==> src/rtl/ntt_pkg.sv <==
// Shared definitions for the NTT result streamer: default sizes, the
// streamer FSM encoding and the bit-reverse helper also used by the
// address-ROM generator.
package ntt_pkg;

    localparam int NTT_N      = 256;
    localparam int NTT_ADDR_W = 8;
    localparam int NTT_DATA_W = 32;
    localparam int NTT_Q      = 3329;

    typedef enum logic [1:0] {
        ST_IDLE  = 2'd0,
        ST_RUN   = 2'd1,
        ST_DRAIN = 2'd2
    } stream_state_e;

    // Reverse the low 'width' bits of 'value'; bits above 'width' come back 0.
    function automatic logic [31:0] bit_reverse(input logic [31:0] value, input int width);
        logic [31:0] result;
        result = 32'd0;
        for (int i = 0; i < width; i++) begin
            result[width - 1 - i] = value[i];
        end
        return result;
    endfunction

endpackage

==> src/rtl/stream_fifo2.sv <==
// Two-entry FIFO carrying {data, index, last} beats. Push and pop may occur
// in the same cycle; occupancy then stays the same and order is preserved.
module stream_fifo2 #(
    parameter int DATA_W = 32,
    parameter int ADDR_W = 8
) (
    input  logic              clk_i,
    input  logic              rst_ni,
    input  logic              push_i,
    input  logic [DATA_W-1:0] push_data_i,
    input  logic [ADDR_W-1:0] push_index_i,
    input  logic              push_last_i,
    input  logic              pop_i,
    output logic              valid_o,
    output logic [DATA_W-1:0] head_data_o,
    output logic [ADDR_W-1:0] head_index_o,
    output logic              head_last_o,
    output logic [1:0]        count_o
);

    logic [DATA_W-1:0] data_q  [2];
    logic [ADDR_W-1:0] index_q [2];
    logic [1:0]        last_q;
    logic              wr_ptr_q;
    logic              rd_ptr_q;
    logic [1:0]        cnt_q;
    logic [1:0]        cnt_d;

    // Occupancy update from the push/pop combination.
    always_comb begin
        cnt_d = cnt_q;
        case ({push_i, pop_i})
            2'b10:   cnt_d = cnt_q + 2'd1;
            2'b01:   cnt_d = cnt_q - 2'd1;
            default: cnt_d = cnt_q;
        endcase
    end

    // Storage, pointers and count; the head slot is written only after it is popped.
    always_ff @(posedge clk_i or negedge rst_ni) begin
        if (!rst_ni) begin
            for (int i = 0; i < 2; i++) begin
                data_q[i]  <= '0;
                index_q[i] <= '0;
            end
            last_q   <= 2'b00;
            wr_ptr_q <= 1'b0;
            rd_ptr_q <= 1'b0;
            cnt_q    <= 2'd0;
        end else begin
            if (push_i) begin
                data_q[wr_ptr_q]  <= push_data_i;
                index_q[wr_ptr_q] <= push_index_i;
                last_q[wr_ptr_q]  <= push_last_i;
                wr_ptr_q          <= ~wr_ptr_q;
            end
            if (pop_i) begin
                rd_ptr_q <= ~rd_ptr_q;
            end
            cnt_q <= cnt_d;
        end
    end

    assign valid_o      = (cnt_q != 2'd0);
    assign head_data_o  = data_q[rd_ptr_q];
    assign head_index_o = index_q[rd_ptr_q];
    assign head_last_o  = last_q[rd_ptr_q];
    assign count_o      = cnt_q;

endmodule

==> src/rtl/ntt_result_streamer.sv <==
// Reads the N transformed coefficients out of the NTT BRAM after the core
// finishes, applies the final conditional subtraction of Q and streams them
// with index/last markers. At most two words are ever outstanding (FIFO plus
// the one in the BRAM pipeline), so backpressure never loses a word.
module ntt_result_streamer
    import ntt_pkg::*;
#(
    parameter int N          = NTT_N,
    parameter int ADDR_W     = NTT_ADDR_W,
    parameter int DATA_W     = NTT_DATA_W,
    parameter int Q          = NTT_Q,
    parameter int REDUCE     = 1,
    parameter int BITREV_OUT = 0
) (
    input  logic              clk,
    input  logic              rst,
    input  logic              start,
    output logic              busy,
    output logic              done,
    output logic              mem_req,
    output logic [ADDR_W-1:0] mem_addr,
    input  logic [DATA_W-1:0] mem_dout,
    output logic              m_valid,
    input  logic              m_ready,
    output logic [DATA_W-1:0] m_data,
    output logic [ADDR_W-1:0] m_index,
    output logic              m_last
);

    localparam logic [ADDR_W:0]   N_CNT    = (ADDR_W + 1)'(N);
    localparam logic [ADDR_W:0]   LAST_CNT = (ADDR_W + 1)'(N - 1);
    localparam logic [ADDR_W-1:0] LAST_IDX = ADDR_W'(N - 1);
    localparam logic [DATA_W-1:0] Q_W      = DATA_W'(Q);

    stream_state_e     state_q, state_d;
    logic [ADDR_W:0]   issue_cnt_q, issue_cnt_d;
    logic [ADDR_W-1:0] mem_addr_q, mem_addr_d;
    logic [ADDR_W-1:0] cap_idx_q, cap_idx_d;
    logic              inflight_q, inflight_d;
    logic              busy_q, busy_d;
    logic              mem_req_q, mem_req_d;
    logic              done_q, done_d;

    logic              start_accept_s;
    logic              pop_s;
    logic              issue_s;
    logic              last_issue_s;
    logic [2:0]        occ_s;
    logic [ADDR_W:0]   next_cnt_s;
    logic [ADDR_W-1:0] addr_src_s;
    logic [31:0]       bitrev_full_s;
    logic [ADDR_W-1:0] addr_mapped_s;
    logic [DATA_W-1:0] reduced_s;

    logic              fifo_valid_s;
    logic [DATA_W-1:0] fifo_data_s;
    logic [ADDR_W-1:0] fifo_index_s;
    logic              fifo_last_s;
    logic [1:0]        fifo_cnt_s;

    // Read-issue decision: words already queued plus the one in the BRAM
    // pipeline, minus the one leaving now, must stay below two.
    always_comb begin
        start_accept_s = (state_q == ST_IDLE) && start;
        pop_s          = fifo_valid_s && m_ready;
        occ_s          = {1'b0, fifo_cnt_s} + {2'b00, inflight_q} - {2'b00, pop_s};
        issue_s        = (state_q == ST_RUN) && (issue_cnt_q < N_CNT) && (occ_s < 3'd2);
        last_issue_s   = (issue_cnt_q == LAST_CNT);
        next_cnt_s     = issue_cnt_q + {{ADDR_W{1'b0}}, 1'b1};
    end

    // Address mapping: natural index, or bit-reversed so the stream comes out in natural order.
    always_comb begin
        if (start_accept_s) begin
            addr_src_s = '0;
        end else begin
            addr_src_s = next_cnt_s[ADDR_W-1:0];
        end
        bitrev_full_s = bit_reverse(32'(addr_src_s), ADDR_W);
        if (BITREV_OUT != 0) begin
            addr_mapped_s = ADDR_W'(bitrev_full_s);
        end else begin
            addr_mapped_s = addr_src_s;
        end
    end

    // Final conditional subtraction; inputs are below 2Q so one step suffices.
    always_comb begin
        if ((REDUCE != 0) && (mem_dout >= Q_W)) begin
            reduced_s = mem_dout - Q_W;
        end else begin
            reduced_s = mem_dout;
        end
    end

    // FSM state register.
    always_ff @(posedge clk or negedge rst) begin
        if (!rst) begin
            state_q <= ST_IDLE;
        end else begin
            state_q <= state_d;
        end
    end

    // FSM next state: start only counts in IDLE; leave DRAIN on the last handshake.
    always_comb begin
        state_d = state_q;
        case (state_q)
            ST_IDLE: begin
                if (start) begin
                    state_d = ST_RUN;
                end else begin
                    state_d = ST_IDLE;
                end
            end
            ST_RUN: begin
                if (issue_s && last_issue_s) begin
                    state_d = ST_DRAIN;
                end else begin
                    state_d = ST_RUN;
                end
            end
            ST_DRAIN: begin
                if (pop_s && fifo_last_s) begin
                    state_d = ST_IDLE;
                end else begin
                    state_d = ST_DRAIN;
                end
            end
            default: state_d = ST_IDLE;
        endcase
    end

    // FSM outputs and datapath next values.
    always_comb begin
        busy_d    = (state_d != ST_IDLE);
        mem_req_d = (state_d != ST_IDLE);
        done_d    = (state_q == ST_DRAIN) && pop_s && fifo_last_s;

        if (start_accept_s) begin
            issue_cnt_d = '0;
        end else if (issue_s) begin
            issue_cnt_d = next_cnt_s;
        end else begin
            issue_cnt_d = issue_cnt_q;
        end

        // The address stops at the last read instead of wrapping back to 0.
        if (start_accept_s) begin
            mem_addr_d = addr_mapped_s;
        end else if (issue_s && !last_issue_s) begin
            mem_addr_d = addr_mapped_s;
        end else begin
            mem_addr_d = mem_addr_q;
        end

        inflight_d = issue_s;
        if (issue_s) begin
            cap_idx_d = issue_cnt_q[ADDR_W-1:0];
        end else begin
            cap_idx_d = cap_idx_q;
        end
    end

    // Datapath and output registers.
    always_ff @(posedge clk or negedge rst) begin
        if (!rst) begin
            issue_cnt_q <= '0;
            mem_addr_q  <= '0;
            cap_idx_q   <= '0;
            inflight_q  <= 1'b0;
            busy_q      <= 1'b0;
            mem_req_q   <= 1'b0;
            done_q      <= 1'b0;
        end else begin
            issue_cnt_q <= issue_cnt_d;
            mem_addr_q  <= mem_addr_d;
            cap_idx_q   <= cap_idx_d;
            inflight_q  <= inflight_d;
            busy_q      <= busy_d;
            mem_req_q   <= mem_req_d;
            done_q      <= done_d;
        end
    end

    stream_fifo2 #(
        .DATA_W (DATA_W),
        .ADDR_W (ADDR_W)
    ) u_fifo (
        .clk_i        (clk),
        .rst_ni       (rst),
        .push_i       (inflight_q),
        .push_data_i  (reduced_s),
        .push_index_i (cap_idx_q),
        .push_last_i  (cap_idx_q == LAST_IDX),
        .pop_i        (pop_s),
        .valid_o      (fifo_valid_s),
        .head_data_o  (fifo_data_s),
        .head_index_o (fifo_index_s),
        .head_last_o  (fifo_last_s),
        .count_o      (fifo_cnt_s)
    );

    assign busy     = busy_q;
    assign done     = done_q;
    assign mem_req  = mem_req_q;
    assign mem_addr = mem_addr_q;
    assign m_valid  = fifo_valid_s;
    assign m_data   = fifo_data_s;
    assign m_index  = fifo_index_s;
    assign m_last   = fifo_valid_s && fifo_last_s;

endmodule

==> config.mk <==
export PLATFORM = sky130hd
export DESIGN_NAME = ntt_result_streamer
export DESIGN_NICKNAME = d
export VERILOG_FILES = /design/src/rtl/ntt_pkg.sv /design/src/rtl/stream_fifo2.sv /design/src/rtl/ntt_result_streamer.sv
export SDC_FILE = /design/constraint.sdc
export NUM_CORES = 1
export LEC_CHECK = 0
export CAP_MARGIN = 0
export CELL_PAD_IN_SITES_DETAIL_PLACEMENT = 1
export CELL_PAD_IN_SITES_GLOBAL_PLACEMENT = 2
export CORE_UTILIZATION = 35
export DETAILED_ROUTE_END_ITERATION = 8
export HOLD_SLACK_MARGIN = 0.06
export PLACE_DENSITY_LB_ADDON = 0.1
export SYNTH_ARGS = -nofsm -noshare
export SYNTH_HDL_FRONTEND = slang
export SYNTH_SLANG_ARGS = --single-unit
==> constraint.sdc <==
create_clock -name clk -period 7.5 [get_ports clk]
set_input_delay 1.125 -clock clk [delete_from_list [all_inputs] [get_ports clk]]
set_output_delay 1.125 -clock clk [all_outputs]
set_load 0.05 [all_outputs]
After elaboration in Yosys (flattened, before gate mapping)
Cells that the tools add are included.
{"block": "totals", "out_inout_bits": 53, "elab_cells": 87, "reg_bits": 116, "in_bits": 36}
{"block": "classes", "add_sub_neg": 6, "n_eq_ne": 6, "magnitude_cmp": 9, "muxes": 28, "bitwise": 4, "n_reduce_logical": 19}
{"operator": "two-way mux 32 bit", "count": 5}
{"operator": "bitwise mux 64 bit", "count": 1}
{"operator": "two-way mux 8 bit", "count": 7}
{"operator": "demux 32 bit (select 1 bit)", "count": 1}
{"operator": "greater-or-equal comparator 32 x 12 -> 1 bit, second input constant", "count": 1}
{"operator": "subtractor 32 x 12 -> 32 bit, second input constant", "count": 1}
{"operator": "two-way mux 9 bit", "count": 2}
{"operator": "bitwise mux 16 bit", "count": 1}
{"operator": "logical AND 1 bit", "count": 12}
{"operator": "nonzero test 2 bit", "count": 5}
{"operator": "adder 9 x 1 -> 9 bit, second input constant", "count": 1}
{"operator": "== test 9 x 8 -> 1 bit, second input constant", "count": 1}
{"operator": "< comparator 9 bit, second input constant", "count": 1}
{"operator": "demux 8 bit (select 1 bit)", "count": 1}
{"operator": "== test 8 bit, second input constant", "count": 1}
{"operator": "one-hot mux 2 bit (3 select lines)", "count": 1}
{"operator": "== test 2 x 1 -> 1 bit, second input constant", "count": 2}
{"operator": "== test 2 bit, second input constant", "count": 2}
{"operator": "greater-or-equal comparator 2 bit, second input constant", "count": 2}
{"operator": "< comparator 1 x 2 -> 1 bit, second input constant", "count": 2}
{"operator": "two-way mux 1 bit", "count": 4}
{"operator": "two-way mux 2 bit", "count": 2}
{"operator": "inverter 1 -> 2 bit", "count": 2}
{"operator": "one-hot mux 2 bit (2 select lines)", "count": 1}
{"operator": "12 further kinds", "count": 13}

Longest topological paths before layout
Gate-level depths: netlist of run 1.
{"block": "logic_depth", "depth_word": 9, "depth_mapped": 11, "mapped_depth_nobuf": 10}

Modules after synthesis
Synthesis of run 1 repeated with hierarchy kept, for this count alone.
{"block": "unflattened", "cells_unflattened": 503, "hier_area_um2": 6035.8}
{"module": "stream_fifo2", "n_inst": 1, "seq_area_each_um2": 2152.1, "area_each_um2": 3691.0, "cells_each": 233}
{"module": "ntt_result_streamer", "n_inst": 1, "seq_area_each_um2": 750.7, "area_each_um2": 2344.7, "cells_each": 270}

Least setup slack after synthesis of run 1
No wires, ideal clock.
{"block": "synth_timing", "kind": "input -> register", "start": "input port mem_dout[16]", "end": "register u_fifo.data_q[27] (netlist name)", "setup_slack_ns": 4.316, "stages": 6, "n_path_buf": 0, "setup_time_ns": 0.130, "t_arrival_ns": 3.055, "required_ns": 7.370, "cell_sequence": "or4_4 -> or4b_4 -> or4_1 -> a211oi_2 -> xnor2_1 -> o21ai_1"}
{"block": "synth_via", "elab_chain_cells": 3, "word_cells_on_any_way": 4, "classes_between": "add/sub (1); order compare (1); mux (2)"}
{"item": "start: declaration", "line_no": "ntt_result_streamer.sv:22", "source": "input logic [DATA_W-1:0] mem_dout,"}
{"item": "subtractor 32 x 12 -> 32 bit or greater-or-equal comparator 32 x 12 -> 1 bit (tied branches)", "line_no": "ntt_result_streamer.sv:90, ntt_result_streamer.sv:89"}
{"item": "two-way mux 32 bit *", "line_no": "ntt_result_streamer.sv:89", "source": "if ((REDUCE != 0) && (mem_dout >= Q_W)) begin"}
{"item": "bitwise mux 64 bit *", "line_no": "stream_fifo2.sv:52", "source": "data_q[wr_ptr_q] <= push_data_i;"}
{"item": "end signal: indexed assignment", "line_no": "stream_fifo2.sv:52"}
{"item": "end: declaration", "line_no": "stream_fifo2.sv:21", "source": "logic [DATA_W-1:0] data_q [2];"}
Every way passes the cells marked *; elsewhere a longest branch is shown, timed or not.
A chain may end at the register's enable or synchronous reset.

Final worst setup path of run 1
{"block": "layout_timing", "start": "input port m_ready", "end": "register mem_req_q, in the netlist mem_req"}
{"block": "layout_via", "elab_chain_cells": 8, "word_cells_on_any_way": 10, "classes_between": "add/sub (1); order compare (1); mux (3); reduce/logical (5)"}
{"item": "start: declaration", "line_no": "ntt_result_streamer.sv:24", "source": "input logic m_ready,"}
{"item": "logical AND 1 bit", "line_no": "ntt_result_streamer.sv:65", "source": "pop_s = fifo_valid_s && m_ready;"}
{"item": "subtractor 3 x 1 -> 3 bit", "line_no": "ntt_result_streamer.sv:66", "source": "occ_s = {1'b0, fifo_cnt_s} + {2'b00, inflight_q} - {2'b00, pop_s};"}
{"item": "< comparator 3 x 2 -> 1 bit", "line_no": "ntt_result_streamer.sv:67", "source": "issue_s = (state_q == ST_RUN) && (issue_cnt_q < N_CNT) && (occ_s < 3'd2);"}
{"item": "logical AND 1 bit", "line_no": "ntt_result_streamer.sv:67"}
{"item": "logical AND 1 bit", "line_no": "ntt_result_streamer.sv:117", "source": "if (issue_s && last_issue_s) begin"}
{"item": "two-way mux 2 bit", "line_no": "ntt_result_streamer.sv:117"}
{"item": "one-hot mux 2 bit (3 select lines)", "line_no": "ntt_result_streamer.sv:108", "source": "case (state_q)"}
{"item": "net state_d[0]", "line_no": "ntt_result_streamer.sv:35", "source": "stream_state_e state_q, state_d;"}
{"item": "nonzero test 2 bit"}
{"item": "net busy_d", "line_no": "ntt_result_streamer.sv:40", "source": "logic busy_q, busy_d;"}
{"item": "end signal: assignment", "line_no": "ntt_result_streamer.sv:181", "source": "mem_req_q <= mem_req_d;"}
{"item": "end: declaration", "line_no": "ntt_result_streamer.sv:41", "source": "logic mem_req_q, mem_req_d;"}
The timed path passes the listed nets, and every way through them passes these cells.

==> flow_metrics.tcl, run 1 <==
set metrics [dict create \
    outcome "completed" \
    reg2reg_slack_ns 3.85 \
    p_leak_nw 3.167 \
    dieArea_mm2 0.01702 \
    seqCellArea_mm2 0.002904 \
    yosysWarnings 0 \
    synth_edf_count 0 \
    required_ns 7.79 \
    fill_cells 1787 \
    die_width_um 130.4 \
    p_per_area_mw_per_mm2 453.4 \
    arrival_ns 4.70 \
    ff2ff_path_depth 10 \
    drc 0 \
    num_io_pins 89 \
    drt-vias-per-instance 5.094 \
    antenna_found_initial 0 \
    timing.fmax_ghz 0.2271 \
    finalHoldViolations 0 \
    r2r-start "u_fifo.count_o[1]" \
    finalWorstSetupSlack_ns 3.096 \
    hp-class "reg2reg" \
    cts_buffer_depth 2 \
    min_to "u_fifo.data_q[20]" \
    dpl_worst_slack_ns 2.647 \
    fin_nets 694 \
    grt_overflow 0 \
    io_buffers 88 \
    synth_most_common_cell "dfrtp_1" \
    p_total_mw 3.352 \
    synthTopCellsByArea "dfrtp_1 50%, mux2_2 12%, nand2_1 6.7%, o21ai_0 6.5%, xnor2_1 6.1%" \
    wl_per_cell_um 17.21 \
    period_share_pct 58.72 \
    initial_core_util_pct 36.09 \
    slew_headroom_pct 26.22 \
    drv_cap 0 \
    ys_async_sr_fraction_pct 100.0 \
    cts_resized 0 \
    cp-end-kind "register" \
    synth_top_area_share_pct 50.27 \
    synth_seq_cells 116 \
    wirelength_um 15150 \
    cts_hold_buf 0 \
    synth_top_area_cell "dfrtp_1" \
    die_h_um 130.4 \
    cts_buffers 17 \
    worstMarginPinSlew_ns 1.107 \
    r2r-end "mem_req" \
    startpoint "m_ready" \
    yosys-top-cells-count "116 x dfrtp_1, 103 x nand2_1, 75 x o21ai_0" \
    multi_input_area_mm2 0.002705 \
    grt_max_degree 86 \
    ir_worst_vdd_uv 296.4 \
    tritoncts "yes" \
    period_needed_ns 4.404 \
    drive_above_1_share_pct 14.91 \
    drt_iter0_drc 172 \
    clkTransAtPathRegs_ns 0.05 \
    cts.sinks 116 \
    vias 4483 \
    synthCells 575 \
    cts_setup_buffers 0 \
    syn_to_final_growth_pct 28.06 \
    place.detailed.hpwl_um 10210 \
    grtUsageTotal_pct 19.31 \
    cp-start-kind "primary input" \
    grt_pass1_vias 4775 \
    rows 46 \
    place.gp.congestion 0.7697 \
    syn-cell-area_mm2 0.005774 \
    yosysUniqueCellTypes 50 \
    drv_slew 0 \
    grt_pass1_wl_um 24950 \
    setup_tns_ns 0 \
    yosysSeqAreaShare_pct 50.27 \
    hold_path_depth 2 \
    coreArea_mm2 0.01600 \
    insertion_delay_ns 0.41 \
    finalNonFillerCells 880 \
    cts_root_buf "clkbuf_16" \
    n_antenna_cell 0 \
    drt_first_pass_iters 4 \
    syn_nets 616 \
    dp.cells 850 \
    rsz0062_at_grt "false" \
    htree_levels 4 \
    skew_ns 0.006954 \
    ant_nets 0 \
    hp-start "u_fifo.data_q[20]" \
    setup-violations-final 0 \
    critPathKind "in2reg" \
    synthFlopType "dfrtp_1" \
    syn_area_per_cell_um2 10.04 \
    crit_fanout 24 \
]
==> power breakdown <==
part / internal (mW) / total, mW / switching (mW) / leakage, nW
logic: 0.565 / 1.55 / 0.986 / 1.42
clock network: 0.511 / 0.784 / 0.273 / 0.270
registers: 0.862 / 1.02 / 0.156 / 1.48
==> cell type report <==
type / instances / area share [%]
clock buffers: 26 / 6.616
clock inverters: 4 / 0.9814
inverters: 10 / 0.5076
multi-input cells: 415 / 36.58
flip-flops and latches: 116 / 39.27
well taps: 216 / 3.655
repair buffers: 93 / 12.39
==> registers in the layout, summed over array words and instances, names as in the netlist, 2 cells and up <==
name            cells
cap_idx_q           8
issue_cnt_q         9
mem_addr            8
state_q             2
u_fifo.count_o      2
u_fifo.data_q      64
u_fifo.index_q     16
u_fifo.last_q       2
==> how the worst max path moves through the flow <==
stage / to / cells after the start / slack, ns
floorplan: u_fifo.data_q[27] / 6 / 4.32
global placement: mem_req / 11 / 2.76
detailed placement: mem_req / 11 / 2.65
CTS: mem_req / 11 / 3.03
global route: mem_req / 11 / 2.63
finish: mem_req / 11 / 3.10
==> cells by family after synthesis <==
family                     count (synthesis)  share of synthesized area (%)
buffers and inverters                     44                          2.969
adders and majority gates                  5                          1.213
AOI/OAI and AO/OA                        117                          11.74
DFF                                      116                          50.27
and+or+nand+nor                          189                          15.45
xor gates and xnor gates                  44                          6.674
muxes                                     60                          11.68
==> placed cells by master, fill, tap and decap left out, drive strengths merged, types with 7 or more instances in the layout <==
cell type and instances:
dfrtp 116, nand2 103, clkdlybuf4s50 87, o21ai 77, mux2 59, xnor2 40, clkbuf 26, nor2 24
a211oi 13, inv 10, nand3 10, a21oi 9, nor2b 8, and3 8, or4 7
==> routing by layer <==
layer  share of wire [%]  vias up  GRT usage (%)  routed length (µm)
met5                   0        -              0                   0
met4                 1.4        0          6.085                 206
met3                 3.5       20          4.520                 531
met2                  46       78          29.76                6907
met1                  50     2241          26.93                7500
li1                    -     2144              -                   -
==> worst max-delay path: stages <==
cell             delay [ns]
clkdlybuf4s50_1        0.53
nand2b_1               0.09
nor2_1                 0.21
o21ai_0                0.16
fa_1                   0.41
xnor2_1                0.15
nand4_1                0.76
inv_1                  0.61
nand2_1                0.14
a21o_1                 0.21
or2_2                  0.30
==> metrics by stage <==
step | instance area [µm²] | hold WS (ns) | utilization, %
5_1_grt | 7395 | 0.4950 | 46.22
6_report | 7395 | 0.4715 | 46.22
3_3_place_gp | 6833 | 0.4572 | 42.70
2_1_floorplan | 5774 | 0.4444 | -
3_5_place_dp | 6833 | 0.4653 | 42.70
4_1_cts | 7395 | 0.4772 | 46.22
No activity file was read; power rests on OpenSTA's default activity.
==> inputs of run 2 (changes only) <==
Settings changed: CORE_UTILIZATION 35 to 31.
Clock period 7.5 ns to 3.7 ns, I/O delays scaled along.
==> run 2 against run 1 <==
The flow now finishes with violations (DRC). Die area increased by 13%. Cell count increased by 3.1%. Clock power is 93% higher. Sequential cell count is the same. Global-route usage is 1.7 points lower. Power grew 100%. Hold slack worse by 0.31 ns. Register-to-register slack worse by 2.9 ns. Combinational power grew 110%. Clock-buffer cell count is 4 lower.
==> flow_metrics.tcl, run 2 (synthesis results as in run 1) <==
set metrics [dict create \
    largest_reg_flops 64 \
    final_cell_mix "115 x dfrtp_1, 102 x nand2_1, 87 x clkdlybuf4s50_1" \
    outcome "finished with violations" \
    power_frac_seq_pct 30.2 \
    hp-class "in2async" \
    largest_registers "u_fifo.data_q x64, u_fifo.index_q x16, issue_cnt_q x9" \
    pwr-share-comb_pct 47.5 \
    cts_hold_buf 0 \
    setup-violations-final 0 \
    slew_headroom_pct 30.23 \
    num_io_pins 89 \
    drt_first_pass_iters 8 \
    drv_slew 0 \
    skew_ns 0.005024 \
    vias 4543 \
    cts_resized 0 \
    finalHoldViolations 0 \
    rows 49 \
    wl_per_cell_um 17.55 \
    grt_pass1_wl_um 26330 \
    fin_area_mm2 0.007518 \
    p_int_mw 3.881 \
    fill_cells 1996 \
    fin_nets 711 \
    p_sw_mw 2.897 \
    initial_core_util_pct 31.93 \
    cp-end-kind "register" \
    startpoint "mem_dout[4]" \
    drv_cap 0 \
    critPathKind "in2reg" \
    cts_root_buf "clkbuf_16" \
    drive_above_1_share_pct 17.26 \
    drt_iter0_drc 135 \
    grt_pass1_vias 4916 \
    io_buffers 88 \
    cts.sinks 116 \
    violations "DRC" \
    period_share_pct 82.67 \
    p_total_mw 6.778 \
    ir_worst_vdd_uv 457.9 \
    worstMarginPinSlew_ns 1.047 \
    cts_buffer_depth 2 \
    grt_max_degree 51 \
    tritoncts "yes" \
    insertion_delay_ns 0.41 \
    cts_setup_buffers 0 \
    coreArea_mm2 0.01809 \
    postPlaceCellArea_mm2 0.006989 \
    clkTransAtPathRegs_ns 0.05 \
    htree_levels 4 \
    r2r-start "u_fifo.count_o[1]" \
    syn_to_final_growth_pct 30.21 \
    period_needed_ns 3.059 \
    cp-start-kind "primary input" \
    arrival_ns 3.30 \
    p_leak_nw 3.243 \
    rsz0062_at_grt "false" \
    setup_tns_ns 0 \
    place.gp.congestion 0.8008 \
    clkPwrFrac_pct 22.3 \
    die_width_um 138.5 \
    layout_commonest_cell "dfrtp_1" \
    antenna_found_initial 0 \
    drc 12 \
    drt-vias-per-instance 5.009 \
    required_ns 3.94 \
    p_per_area_mw_per_mm2 901.6 \
    crit_fanout 18 \
    grt_overflow 0 \
    dieArea_mm2 0.01918 \
    timing.fmax_ghz 0.3269 \
    cts_buffers 17 \
    wirelength_um 15920 \
    largest_register "u_fifo.data_q" \
    p_sw_share_pct 42.74 \
    place.detailed.hpwl_um 11320 \
    n_antenna_cell 0 \
    die_h_um 138.5 \
    ant_nets 0 \
    grtUsageTotal_pct 17.62 \
]
-- run 2: per-stage QoR --
step	utilization, %	instances	setup WS [ns]	hold slack, ns
2_1_floorplan	-	575	1.086	0.2594
3_3_place_gp	38.64	880	0.2446	0.4574
3_5_place_dp	38.64	880	0.2493	0.4673
4_1_cts	41.57	907	0.6268	0.1686
5_1_grt	41.57	907	0.5100	0.1949
6_report	41.57	907	0.6412	0.1605
-- run 2: cell type report --
class	instances	area (µm²)	area share [%]
Sequential cell	116	2904	38.63
Multi-Input combinational cell	415	2705	35.98
Timing Repair Buffer	110	1056	14.05
Clock buffer	22	474.2	6.307
Tap cell	229	286.5	3.811
Clock inverter	5	55.05	0.7322
Inverter	10	37.54	0.4993
-- run 2: path summary, 6_finish.rpt --
kind                       cells after the start  slack (ns)                 to
max                                            7        0.64  u_fifo.data_q[55]
min                                            1        0.16               done
max reg2reg                                   10        1.00        mem_addr[5]
min reg2reg                                    2        0.47  u_fifo.data_q[18]
max in group asynchronous                      2        2.71       cap_idx_q[1]
min in group clk                               2        0.47  u_fifo.data_q[18]
-- run 2: power by group through the flow --
| stage | Clock [mW] | Sequential, mW | Combinational [mW] |
|---|---|---|---|
| CTS | 1.55 | 2.06 | 3.27 |
| finish | 1.51 | 2.05 | 3.22 |
| global placement | 0 | 2.04 | 3.21 |
| floorplan | 0 | 2.07 | 2.16 |
| global route | 1.62 | 2.12 | 3.45 |
| detailed placement | 0 | 2.08 | 3.25 |
-- run 2: metal layers --
layer  up-vias  wire (µm)  GRT usage, %
li1       2176          -             -
met2        84       7265         27.04
met4         0        231         5.559
met3        20        526         4.260
met1      2263       7898         24.42
met5         -          0             0
-- run 2: worst max-delay path, cell delays in order --
cell	delay, ns
clkdlybuf4s50_1	0.49
nor4_2	0.46
nand4_1	0.28
and3_1	0.49
a2111oi_0	0.69
xnor2_1	0.22
o21ai_0	0.11
==> inputs of run 3 (changes only) <==
Clock period 3.7 ns to 2.7 ns, I/O delays scaled along.
==> run 3 against run 2 <==
The flow still finishes with violations (DRC). Critical path depth did not move. Worst setup slack got worse by 0.54 ns. Sequential share of layout area fell by 2.7 points. Die area did not move. Hold slack improved by 0.31 ns. Clock power rose by 57%. Clock-buffer cell count fell by 1.
==> flow_metrics.tcl, run 3 (synthesis results as in run 1) <==
set metrics [dict create \
    outcome "finished with violations" \
    violations "DRC" \
    cp-end-kind "register" \
    cp-start-kind "primary input" \
    dieArea_mm2 0.01918 \
    drt_iter0_drc 224 \
    cts_buffers 17 \
    htree_levels 4 \
    place.detailed.hpwl_um 11840 \
    grt_pass1_wl_um 27310 \
    setup-violations-final 0 \
    ff2ff_path_depth 12 \
    finalHoldViolations 0 \
    fin_nets 778 \
    clkPwrFrac_pct 24.7 \
    p_leak_nw 3.686 \
    cp_slowest_stage_delay_ns 0.56 \
    cts_buffer_depth 2 \
    fill_cells 2024 \
    drv_slew 0 \
    met2_usage_pct 27.60 \
    drive_above_1_share_pct 31.07 \
    p_per_area_mw_per_mm2 1186 \
    critPathBufInv 1 \
    crit_family "simple AND/OR/NAND/NOR gates" \
    use_met3_pct 3.360 \
    pwr-share-comb_pct 46.6 \
    tritoncts "yes" \
    arrival_ns 2.89 \
    p_total_mw 9.591 \
    largest_registers "u_fifo.data_q x64, u_fifo.index_q x16, issue_cnt_q x9" \
    finalWorstSetupSlack_ns 0.1051 \
    grt_pass1_vias 5236 \
    rows 49 \
    largest_reg_flops 64 \
    period_needed_ns 2.595 \
    grt_max_degree 43 \
    vias 4794 \
    wl_per_cell_um 16.39 \
    drc 12 \
    drt-vias-per-instance 4.897 \
    coreArea_mm2 0.01809 \
    crit_slowest_cell "or4b_4" \
    final_cell_mix "125 x buf_4, 115 x dfrtp_1, 102 x nand2_1" \
    dpl_worst_slack_ns -0.4351 \
    initial_core_util_pct 31.93 \
    largest_register "u_fifo.data_q" \
    worstMarginPinSlew_ns 0.6277 \
    drt_first_pass_iters 6 \
    io_buffers 88 \
    cts_root_buf "clkbuf_16" \
    ir_worst_vdd_uv 643.8 \
    skew_ns 0.005149 \
    timing.fmax_ghz 0.3854 \
    p_sw_share_pct 42.51 \
    critPathKind "in2reg" \
    required_ns 3.00 \
    num_io_pins 89 \
    critical_path.cell_chain "clkdlybuf4s50_1 -> or4_4 -> or4b_4 -> or4_1 -> a211oi_2 -> xnor2_1 -> o21ai_1" \
    slew_headroom_pct 58.16 \
    place.gp.congestion 0.7864 \
    hold_path_depth 2 \
    drv_cap 0 \
    p_int_mw 5.514 \
    period_share_pct 96.11 \
    wirelength_um 16050 \
    n_antenna_cell 0 \
    layout_commonest_cell "buf_4" \
    syn_to_final_growth_pct 40.04 \
    grt_overflow 0 \
    p_sw_mw 4.077 \
    grt_most_used_layer "met2" \
    ant_nets 0 \
    power_frac_seq_pct 28.7 \
    rsz0062_at_grt "false" \
    antenna_found_initial 0 \
    cts_setup_buffers 0 \
    clkTransAtPathRegs_ns 0.06 \
    hp-class "reg2reg" \
    crit_fanout 5 \
    grtUsageTotal_pct 18.06 \
    die_h_um 138.5 \
    met1_usage_pct 25.33 \
    cts.sinks 116 \
    crit_cells 7 \
    insertion_delay_ns 0.42 \
    die_width_um 138.5 \
]
[run 3: cell count changes in the layout (fill, tap and decap cells not counted), moves of 2 or more]
| cell | delta |
|---|---|
| nor4_1 | -2 |
| a2111oi_1 | +4 |
| clkinv_4 | +3 |
| nor4_2 | +2 |
| buf_12 | +4 |
| buf_4 | +103 |
| a2111oi_0 | -5 |
| clkdlybuf4s50_1 | -41 |
| bufinv_16 | +2 |
[run 3: worst paths after layout]
check	startpoint	to	slack, ns
worst min register to register	u_fifo.data_q[7]	u_fifo.data_q[7]	0.47
worst max register to register	u_fifo.count_o[0]	mem_addr[4]	0.27
worst max-delay path	mem_dout[15]	u_fifo.data_q[59]	0.11
min in group asynchronous	rst	done	0.48
worst min-delay path	u_fifo.data_q[7]	u_fifo.data_q[7]	0.47
max in group asynchronous	rst	u_fifo.data_q[44]	1.51
[run 3: power by group through the flow]
stage / combinational [mW] / clock (mW) / sequential, mW
floorplan: 2.95 / 0 / 2.84
global placement: 4.43 / 0 / 2.73
detailed placement: 4.51 / 0 / 2.78
CTS: 4.53 / 2.44 / 2.76
global route: 4.81 / 2.50 / 2.85
finish: 4.47 / 2.37 / 2.75
[run 3: layout make-up]
type                       count  area (µm²)  area share, %
sequential                   116        2904          35.91
multi-input combinational    415        2729          33.75
timing repair buffer         177        1509          18.66
clock buffer                  21       470.5          5.818
tap                          229       286.5          3.543
clock inverter                11       150.1          1.857
inverter                      10       37.54         0.4642
[run 3: repair_timing]
action | 4_1_cts | 5_1_grt
hold buffers | 1 | 0
resized for setup | 1 | 7
cloned | 0 | 0
endpoints found under the hold margin | 30 | 0
setup endpoints to repair | 1 | 8
[run 3: through the flow]
step / cells / area, µm² / TNS (ns) / hold slack, ns / utilization [%]
floorplan: 575 / 5774 / 0 / 0.1094 / -
global placement: 946 / 7432 / -11.62 / 0.3881 / 41.09
detailed placement: 946 / 7432 / -13.86 / 0.3891 / 41.09
CTS: 979 / 8064 / 0 / 0.4792 / 44.59
global route: 979 / 8087 / 0 / 0.4943 / 44.71
finish: 979 / 8087 / 0 / 0.4747 / 44.71
[run 3: per-layer routing]
metal  up-vias  wire length, µm
met1      2366             8035
met5         -                0
met4         0              275
met3        23              544
li1       2325                -
met2        80             7195
[run 3: worst register-to-register path: cells and delay by family, from the launching register on]
family / cells / cell delay (ns)
buffers and inverters: 3 / 0.46
and+or+nand+nor: 5 / 0.59
AOI/OAI and AO/OA: 2 / 0.33
xor gates and xnor gates: 1 / 0.17
adders and majority gates: 1 / 0.40
DFF: 1 / 0.38
